--- config.mk ---
export PLATFORM = sky130hd
export DESIGN_NAME = mem_arbiter
export DESIGN_NICKNAME = d
export VERILOG_FILES = /design/src/rtl/mem_arbiter_pkg.sv /design/src/rtl/mem_arbiter_select.sv /design/src/rtl/mem_arbiter.sv
export SDC_FILE = /design/constraint.sdc
export NUM_CORES = 1
export LEC_CHECK = 0
export BUFFER_PORTS_ARGS = -buffer_cell sky130_fd_sc_hd__buf_2
export CAP_MARGIN = 20
export CORE_AREA = 2 2 273 275
export DETAILED_ROUTE_END_ITERATION = 8
export DIE_AREA = 0 0 275 277
export GPL_ROUTABILITY_DRIVEN = 0
export GPL_TIMING_DRIVEN = 0
export PLACE_DENSITY_LB_ADDON = 0.1
export SYNTH_ARGS = -nofsm -noshare
export SYNTH_HDL_FRONTEND = slang
export SYNTH_SLANG_ARGS = --single-unit
--- constraint.sdc ---
create_clock -name clk -period 1.7 [get_ports clk]
set_clock_uncertainty 0.05 [all_clocks]
set_input_delay 0.34 -clock clk [delete_from_list [all_inputs] [get_ports clk]]
set_output_delay 0.34 -clock clk [all_outputs]
set_load 0.02 [all_outputs]
--- src/rtl/mem_arbiter_pkg.sv ---
// Shared types for the LC-3b memory arbiter: word/line types and the
// arbiter state and side encodings.
package lc3b_types;

  localparam int unsigned WORD_W = 16;
  localparam int unsigned LINE_W = 128;

  typedef logic [WORD_W-1:0] lc3b_word;
  typedef logic [LINE_W-1:0] lc3b_line;

  typedef enum logic [1:0] {
    IDLE   = 2'd0,
    I_XFER = 2'd1,
    D_XFER = 2'd2,
    DONE   = 2'd3
  } arb_state_t;

  typedef enum logic {
    SIDE_I = 1'b0,
    SIDE_D = 1'b1
  } arb_side_t;

endpackage

--- src/rtl/mem_arbiter_select.sv ---
// Combinational winner selection between the I and D requesters.
// MEM_ARBITER_RR_EN selects round-robin on ties; otherwise D beats I.
module mem_arbiter_select
  import lc3b_types::*;
(
  input  logic      i_req_i,
  input  logic      d_req_i,
`ifdef MEM_ARBITER_RR_EN
  input  arb_side_t last_grant_i,
`endif
  output logic      grant_o,
  output arb_side_t side_o
);

  // Pick the side to serve; only meaningful when grant_o is high.
  always_comb begin
    grant_o = i_req_i | d_req_i;
    side_o  = SIDE_I;
`ifdef MEM_ARBITER_RR_EN
    if (i_req_i && d_req_i) begin
      side_o = (last_grant_i == SIDE_D) ? SIDE_I : SIDE_D;
    end else if (d_req_i) begin
      side_o = SIDE_D;
    end else begin
      side_o = SIDE_I;
    end
`else
    if (d_req_i) begin
      side_o = SIDE_D;
    end else begin
      side_o = SIDE_I;
    end
`endif
  end

endmodule

--- src/rtl/mem_arbiter.sv ---
// Serialises I-cache reads and D-cache reads/write-backs onto one line-wide
// physical memory port. Optional round-robin via MEM_ARBITER_RR_EN.
module mem_arbiter
  import lc3b_types::*;
#(
  parameter int unsigned ADDR_WIDTH = 16,
  parameter int unsigned LINE_WIDTH = 128
) (
  input  logic                  clk,
  input  logic                  reset_n,
  input  logic                  i_read,
  input  logic [ADDR_WIDTH-1:0] i_address,
  output logic [LINE_WIDTH-1:0] i_rdata,
  output logic                  i_resp,
  input  logic                  d_read,
  input  logic                  d_write,
  input  logic [ADDR_WIDTH-1:0] d_address,
  input  logic [LINE_WIDTH-1:0] d_wdata,
  output logic [LINE_WIDTH-1:0] d_rdata,
  output logic                  d_resp,
  output logic                  pmem_read,
  output logic                  pmem_write,
  output logic [ADDR_WIDTH-1:0] pmem_address,
  output logic [LINE_WIDTH-1:0] pmem_wdata,
  input  logic [LINE_WIDTH-1:0] pmem_rdata,
  input  logic                  pmem_resp,
  output logic                  arb_busy
);

  arb_state_t            state_q, state_d;
  arb_side_t             side_q, side_d, sel_side_s;
  logic                  sel_grant_s;
  logic                  write_q, write_d;
  logic [ADDR_WIDTH-1:0] addr_q, addr_d;
  logic [LINE_WIDTH-1:0] wdata_q, wdata_d;
  logic [LINE_WIDTH-1:0] line_q, line_d;
`ifdef MEM_ARBITER_RR_EN
  arb_side_t             last_grant_q, last_grant_d;
`endif

  mem_arbiter_select u_select (
    .i_req_i      (i_read),
    .d_req_i      (d_read | d_write),
`ifdef MEM_ARBITER_RR_EN
    .last_grant_i (last_grant_q),
`endif
    .grant_o      (sel_grant_s),
    .side_o       (sel_side_s)
  );

  // State and request/line registers with synchronous active-low reset.
  always_ff @(posedge clk) begin
    if (!reset_n) begin
      state_q      <= IDLE;
      side_q       <= SIDE_I;
      write_q      <= 1'b0;
      addr_q       <= {ADDR_WIDTH{1'b0}};
      wdata_q      <= {LINE_WIDTH{1'b0}};
      line_q       <= {LINE_WIDTH{1'b0}};
`ifdef MEM_ARBITER_RR_EN
      last_grant_q <= SIDE_D;
`endif
    end else begin
      state_q      <= state_d;
      side_q       <= side_d;
      write_q      <= write_d;
      addr_q       <= addr_d;
      wdata_q      <= wdata_d;
      line_q       <= line_d;
`ifdef MEM_ARBITER_RR_EN
      last_grant_q <= last_grant_d;
`endif
    end
  end

  // Next state; the request is latched in IDLE so pmem never sees live inputs.
  always_comb begin
    state_d      = state_q;
    side_d       = side_q;
    write_d      = write_q;
    addr_d       = addr_q;
    wdata_d      = wdata_q;
    line_d       = line_q;
`ifdef MEM_ARBITER_RR_EN
    last_grant_d = last_grant_q;
`endif
    case (state_q)
      IDLE: begin
        if (sel_grant_s) begin
          side_d = sel_side_s;
`ifdef MEM_ARBITER_RR_EN
          last_grant_d = sel_side_s;
`endif
          if (sel_side_s == SIDE_D) begin
            addr_d  = d_address;
            wdata_d = d_wdata;
            write_d = d_write;
            state_d = D_XFER;
          end else begin
            addr_d  = i_address;
            wdata_d = {LINE_WIDTH{1'b0}};
            write_d = 1'b0;
            state_d = I_XFER;
          end
        end else begin
          state_d = IDLE;
        end
      end
      I_XFER, D_XFER: begin
        if (pmem_resp) begin
          line_d  = pmem_rdata;
          state_d = DONE;
        end else begin
          state_d = state_q;
        end
      end
      DONE:    state_d = IDLE;
      default: state_d = IDLE;
    endcase
  end

  // Output decode straight from registered state.
  always_comb begin
    pmem_read  = 1'b0;
    pmem_write = 1'b0;
    i_resp     = 1'b0;
    d_resp     = 1'b0;
    arb_busy   = (state_q != IDLE);
    case (state_q)
      I_XFER, D_XFER: begin
        pmem_read  = ~write_q;
        pmem_write = write_q;
      end
      DONE: begin
        i_resp = (side_q == SIDE_I);
        d_resp = (side_q == SIDE_D);
      end
      default: begin
        pmem_read  = 1'b0;
        pmem_write = 1'b0;
      end
    endcase
  end

  assign pmem_address = addr_q;
  assign pmem_wdata   = wdata_q;
  assign i_rdata      = line_q;
  assign d_rdata      = line_q;

endmodule

# Yosys cells after proc, flatten, opt, wreduce, memory -nomap -nowiden
# Index checks and enable logic that the tools add are counted.
totals:
  ff_bits: 276
  word_cells: 31
op_classes:
  bitwise: 4
  eq_ne: 4
  n_reduce_logical: 5
  muxes: 12
op_table:
  columns: ["cell", "n"]
  rows:
  - ["128-bit 2-to-1 mux", 1]
  - ["16-bit 2-to-1 mux", 1]
  - ["1-bit 2-to-1 mux", 6]
  - ["2-bit 2-to-1 mux", 3]
  - ["2-bit case mux with 3 select lines", 1]
  - ["2-bit equality test (second input constant)", 2]
  - ["2-bit AND reduction", 2]
  - ["2-bit by 1-bit equality test with 1-bit output (second input constant)", 1]
  - ["2-bit logical NOT", 1]
  - ["2-bit inequality test (second input constant)", 1]
  - ["1-bit inverter", 2]
  - ["1-bit OR", 2]
  - ["2-bit nonzero test", 1]
  - ["2-bit OR reduction", 1]

# Depth between registers and ports, before layout
depth:
  word_depth: 5
  mapped_depth: 8
  mapped_depth_nobuf: 5

# By module
# Synthesis repeated with hierarchy kept, for this count alone.
unflattened:
  cells_unflattened: 1413
  hier_area_um2: 13327.8
modules_own_cells:
  columns: ["module", "seq_area_each_um2", "instances", "cells_per_inst", "area_each_um2"]
  rows:
  - ["mem_arbiter", 5525.3, 1, 1411, 13314.0]
  - ["mem_arbiter_select", 0.0, 1, 2, 13.8]

# Worst setup path after synthesis
# OpenSTA, ideal clock, no wires.
synth_timing:
  path_kind: "flip-flop to flip-flop"
  from: "register state_q[0]"
  to: "register line_q[107], in the netlist d_rdata[107]"
  path_buffers: 2
  stages_incl_launch_ff: 8
  path_slack_ns: 0.136
  period_less_slack_ns: 1.564
  setup_time_ns: 0.076
  arrival_ns: 1.438
  required_time_ns: 1.574
  path_cell_list: "dfxtp_1 -> inv_1 -> ha_1 -> nand2_1 -> buf_2 -> clkbuf_1 -> nand2_1 -> a21boi_0"
synth_between:
  elab_chain_cells: 3
synth_rtl:
  columns: ["element", "line", "text"]
  rows:
  - ["start, declared", "mem_arbiter.sv:30", "arb_state_t state_q, state_d;"]
  - ["start signal, assigned", "mem_arbiter.sv:64", "state_q <= state_d;"]
  - ["2-bit by 1-bit equality test with 1-bit output / 2-bit equality test (equally long branches)", "mem_arbiter.sv:87", "case (state_q)"]
  - ["2-bit OR reduction *", "mem_arbiter.sv:87", null]
  - ["2-bit AND reduction (no source line) *", null, null]
  - ["end signal, assigned", "mem_arbiter.sv:59", "line_q <= {LINE_WIDTH{1'b0}};"]
  - ["end signal, assigned", "mem_arbiter.sv:69", "line_q <= line_d;"]
  - ["end, declared", "mem_arbiter.sv:36", "logic [LINE_WIDTH-1:0] line_q, line_d;"]
# Every way passes the cells marked *; elsewhere a longest branch is shown, timed or not.
# A chain may end at the register's enable or synchronous reset.

# Worst setup path after layout
layout_timing:
  from: "register state_q[1]"
  to: "output port pmem_read"
layout_between:
  elab_chain_cells: 3
layout_rtl:
  columns: ["element", "line", "text"]
  rows:
  - ["2-bit by 1-bit equality test with 1-bit output / 2-bit equality test (equally long branches)", "mem_arbiter.sv:129", "case (state_q)"]
  - ["2-bit OR reduction *", "mem_arbiter.sv:129", null]
  - ["1-bit 2-to-1 mux *", "mem_arbiter.sv:129", null]
  - ["end, declared", "mem_arbiter.sv:21", "output logic pmem_read,"]
# Marked as above.

==> flow_metrics.env <==
export IMPL_chipHeight_um=277
export IMPL_cts_buffer_depth=3
export IMPL_postLayoutCoreUtil=0.2622
export IMPL_drtIter0Drc=309
export IMPL_total_leakage_power_nw=9.444
export IMPL_cts_made_buffers=38
export IMPL_critPathArrivalTime_ns=1.47
export IMPL_drive_gt1_frac=0.4646
export IMPL_die_w_um=275
export IMPL_ys_top_cells_by_count="dfxtp_1 (276), nand2_1 (259), buf_4 (130)"
export IMPL_yosysSeqAreaShare=0.5212
export IMPL_endpoint_kind="output pin"
export IMPL_crit_type="flip-flop to output pin"
export IMPL_area_growth_pct=81.95
export IMPL_async_flop_share=0
export IMPL_setup_viol=4
export IMPL_yosys_top_cells_area="dfxtp_1 (52%), a22o_1 (11%), buf_4 (9.2%), nand2_1 (9.2%), a21boi_0 (9.1%)"
export IMPL_rsz0062_at_grt="true"
export IMPL_instances_no_fill=3061
export IMPL_r2r_start="state_q[1]"
export IMPL_vias_per_cell=3.623
export IMPL_hpwl_mm=40.19
export IMPL_cp_startpoint="state_q[1]"
export IMPL_nets=2362
export IMPL_yosys_most_used_dff="dfxtp_1"
export IMPL_syn_num_nets=1368
export IMPL_power_density_mw_per_mm2=1530
export IMPL_hold_ws_ns=0.03529
export IMPL_antenna_found_initial=2
export IMPL_clk_pin_slew_ns=0.06
export IMPL_synth_edff_count=0
export IMPL_period_needed_ns=1.859
export IMPL_synthCells=1072
export IMPL_clkSinkCount=276
export IMPL_yosys_cell_count_top_type="dfxtp_1"
export IMPL_ys_types=27
export IMPL_core_sq_mm=0.07357
export IMPL_vias=11090
export IMPL_globalRouteOverflowTotal=0
export IMPL_antenna_cells=0
export IMPL_drc=0
export IMPL_syn_cell_area_sq_mm=0.01060
export IMPL_first_pass_iters=4
export IMPL_synth_area_per_cell_sq_um=9.888
export IMPL_die_area_sq_mm=0.07618
export IMPL_yosysTopAreaCell="dfxtp_1"
export IMPL_num_io_pins=699
export IMPL_relSlewSlack=0.5424
export IMPL_postLayoutCellArea_sq_mm=0.01929
export IMPL_ctsRootBufferMaster="clkbuf_16"
export IMPL_place_inst=2739
export IMPL_drv_slew=0
export IMPL_netlist_area_leader_share=0.5212
export IMPL_outcome="finished, violations left"
export IMPL_grt_max_degree=12
export IMPL_grt_pass1_vias=11360
export IMPL_timing_final_crit_share=1.094
export IMPL_critPathRequiredTime_ns=1.31
export IMPL_totalWireLength_mm=50.69
export IMPL_place_area_sq_mm=0.01531
export IMPL_hold_violations=0
export IMPL_fmax_mhz=537.8
export IMPL_violations="negative setup slack"
export IMPL_ant_nets=0
export IMPL_dp_slack_ns=-0.7123
export IMPL_grt_pass1_wl_mm=73.16
export IMPL_peakVddDrop_uv=550.7
export IMPL_hp_class="input pin to flip-flop"
export IMPL_clk_latency_ns=0.53
export IMPL_worstSetupStartpointType="flip-flop"
export IMPL_maxCapViolations=0
export IMPL_worst_pin_slew_ns=0.6863
export IMPL_min_from="pmem_rdata[47]"
export IMPL_cts_tree="yes"
export IMPL_synth_seq_cells=276
export IMPL_cp_max_fo=5
export IMPL_post_drt_wl_per_cell_um=16.56
export IMPL_setup_slack_ns=-0.1594
export IMPL_ys_warn_count=0
export IMPL_io_buffers=698
export IMPL_htree_num_levels=2
export IMPL_grt_use_total=0.1267
export IMPL_initial_core_util=0.1441
export IMPL_rows=100
## sequential cells by signal (all words and copies together), names as in the netlist
| signal | flops |
|---|---|
| d_rdata | 128 |
| pmem_wdata | 128 |
| pmem_address | 16 |
| state_q | 2 |
| side_q | 1 |
| write_q | 1 |
## power breakdown
group	switching [W]	internal, W
logic	0.00723	0.00501
clock network	0.00311	0.00485
registers	0.00119	0.00812
## layout make-up
cell class / count / area, sq um
inverters: 3 / 11.26
plain buffers: 204 / 1613
flip-flops and latches: 276 / 5540
well taps: 969 / 1212
fillers: 8071 / 54280
multi-input cells: 588 / 3591
repair buffers: 955 / 6087
clock inverters: 10 / 112.6
clock buffers: 56 / 1120
## placed cells by master (no fill, tap or decap), drive strengths merged, types with 2 or more instances in the layout
master,instances
buf,877
dfxtp,276
nand2,259
dlygate4sd3,253
a22o,128
a21boi,128
clkbuf,85
o21ai,19
a21oi,17
mux2i,16
clkinv,5
nor2b,5
inv,4
and2,3
nor2,3
a22oi,2
ha,2
bufinv,2
clkinvlp,2
## worst paths after layout
check        cells past startpoint  slack, ns              to
min                              3       0.04     d_rdata[47]
max                              4      -0.16       pmem_read
min reg2reg                      1       0.42  pmem_wdata[39]
max reg2reg                      7       0.06    d_rdata[118]
## metrics by stage
| stage | total power, W | TNS, ns |
|---|---|---|
| floorplan | 0.01628 | 0 |
| finish | 0.02951 | -0.5394 |
| detailed placement | 0.02089 | -66.90 |
| CTS | 0.03008 | -0.8068 |
| global route | 0.03137 | -4.159 |
| global placement | 0.02089 | -60.24 |
## timing repair
item                       4_1_cts  5_1_grt
hold buffers                   253        0
buffers inserted                 4        0
pin swaps                        1        1
gates resized for setup         58       28
hold endpoints to repair       253        0
setup endpoints to repair      271      139
## cells by family after synthesis
kind of cell | share of synthesized area
mux | 0.01511
compound gates | 0.2166
buf+inv | 0.1435
flops | 0.5212
simple gates | 0.1012
fa+ha+maj | 0.002360
## worst max-delay path: stages, from the launching register on
cell and delay [ns]:
dfxtp_2 0.33, inv_2 0.04, ha_4 0.29, nor2b_4 0.15, buf_6 0.12
## routing by layer
layer / track usage / wire (um) / vias up
met5: 0 / 7 / -
met1: 0.1519 / 20860 / 5198
met3: 0.02280 / 2624 / 61
met2: 0.2288 / 26130 / 329
met4: 0.03465 / 1069 / 2
li1: - / - / 5501
Power figures use the tool's default switching activity.
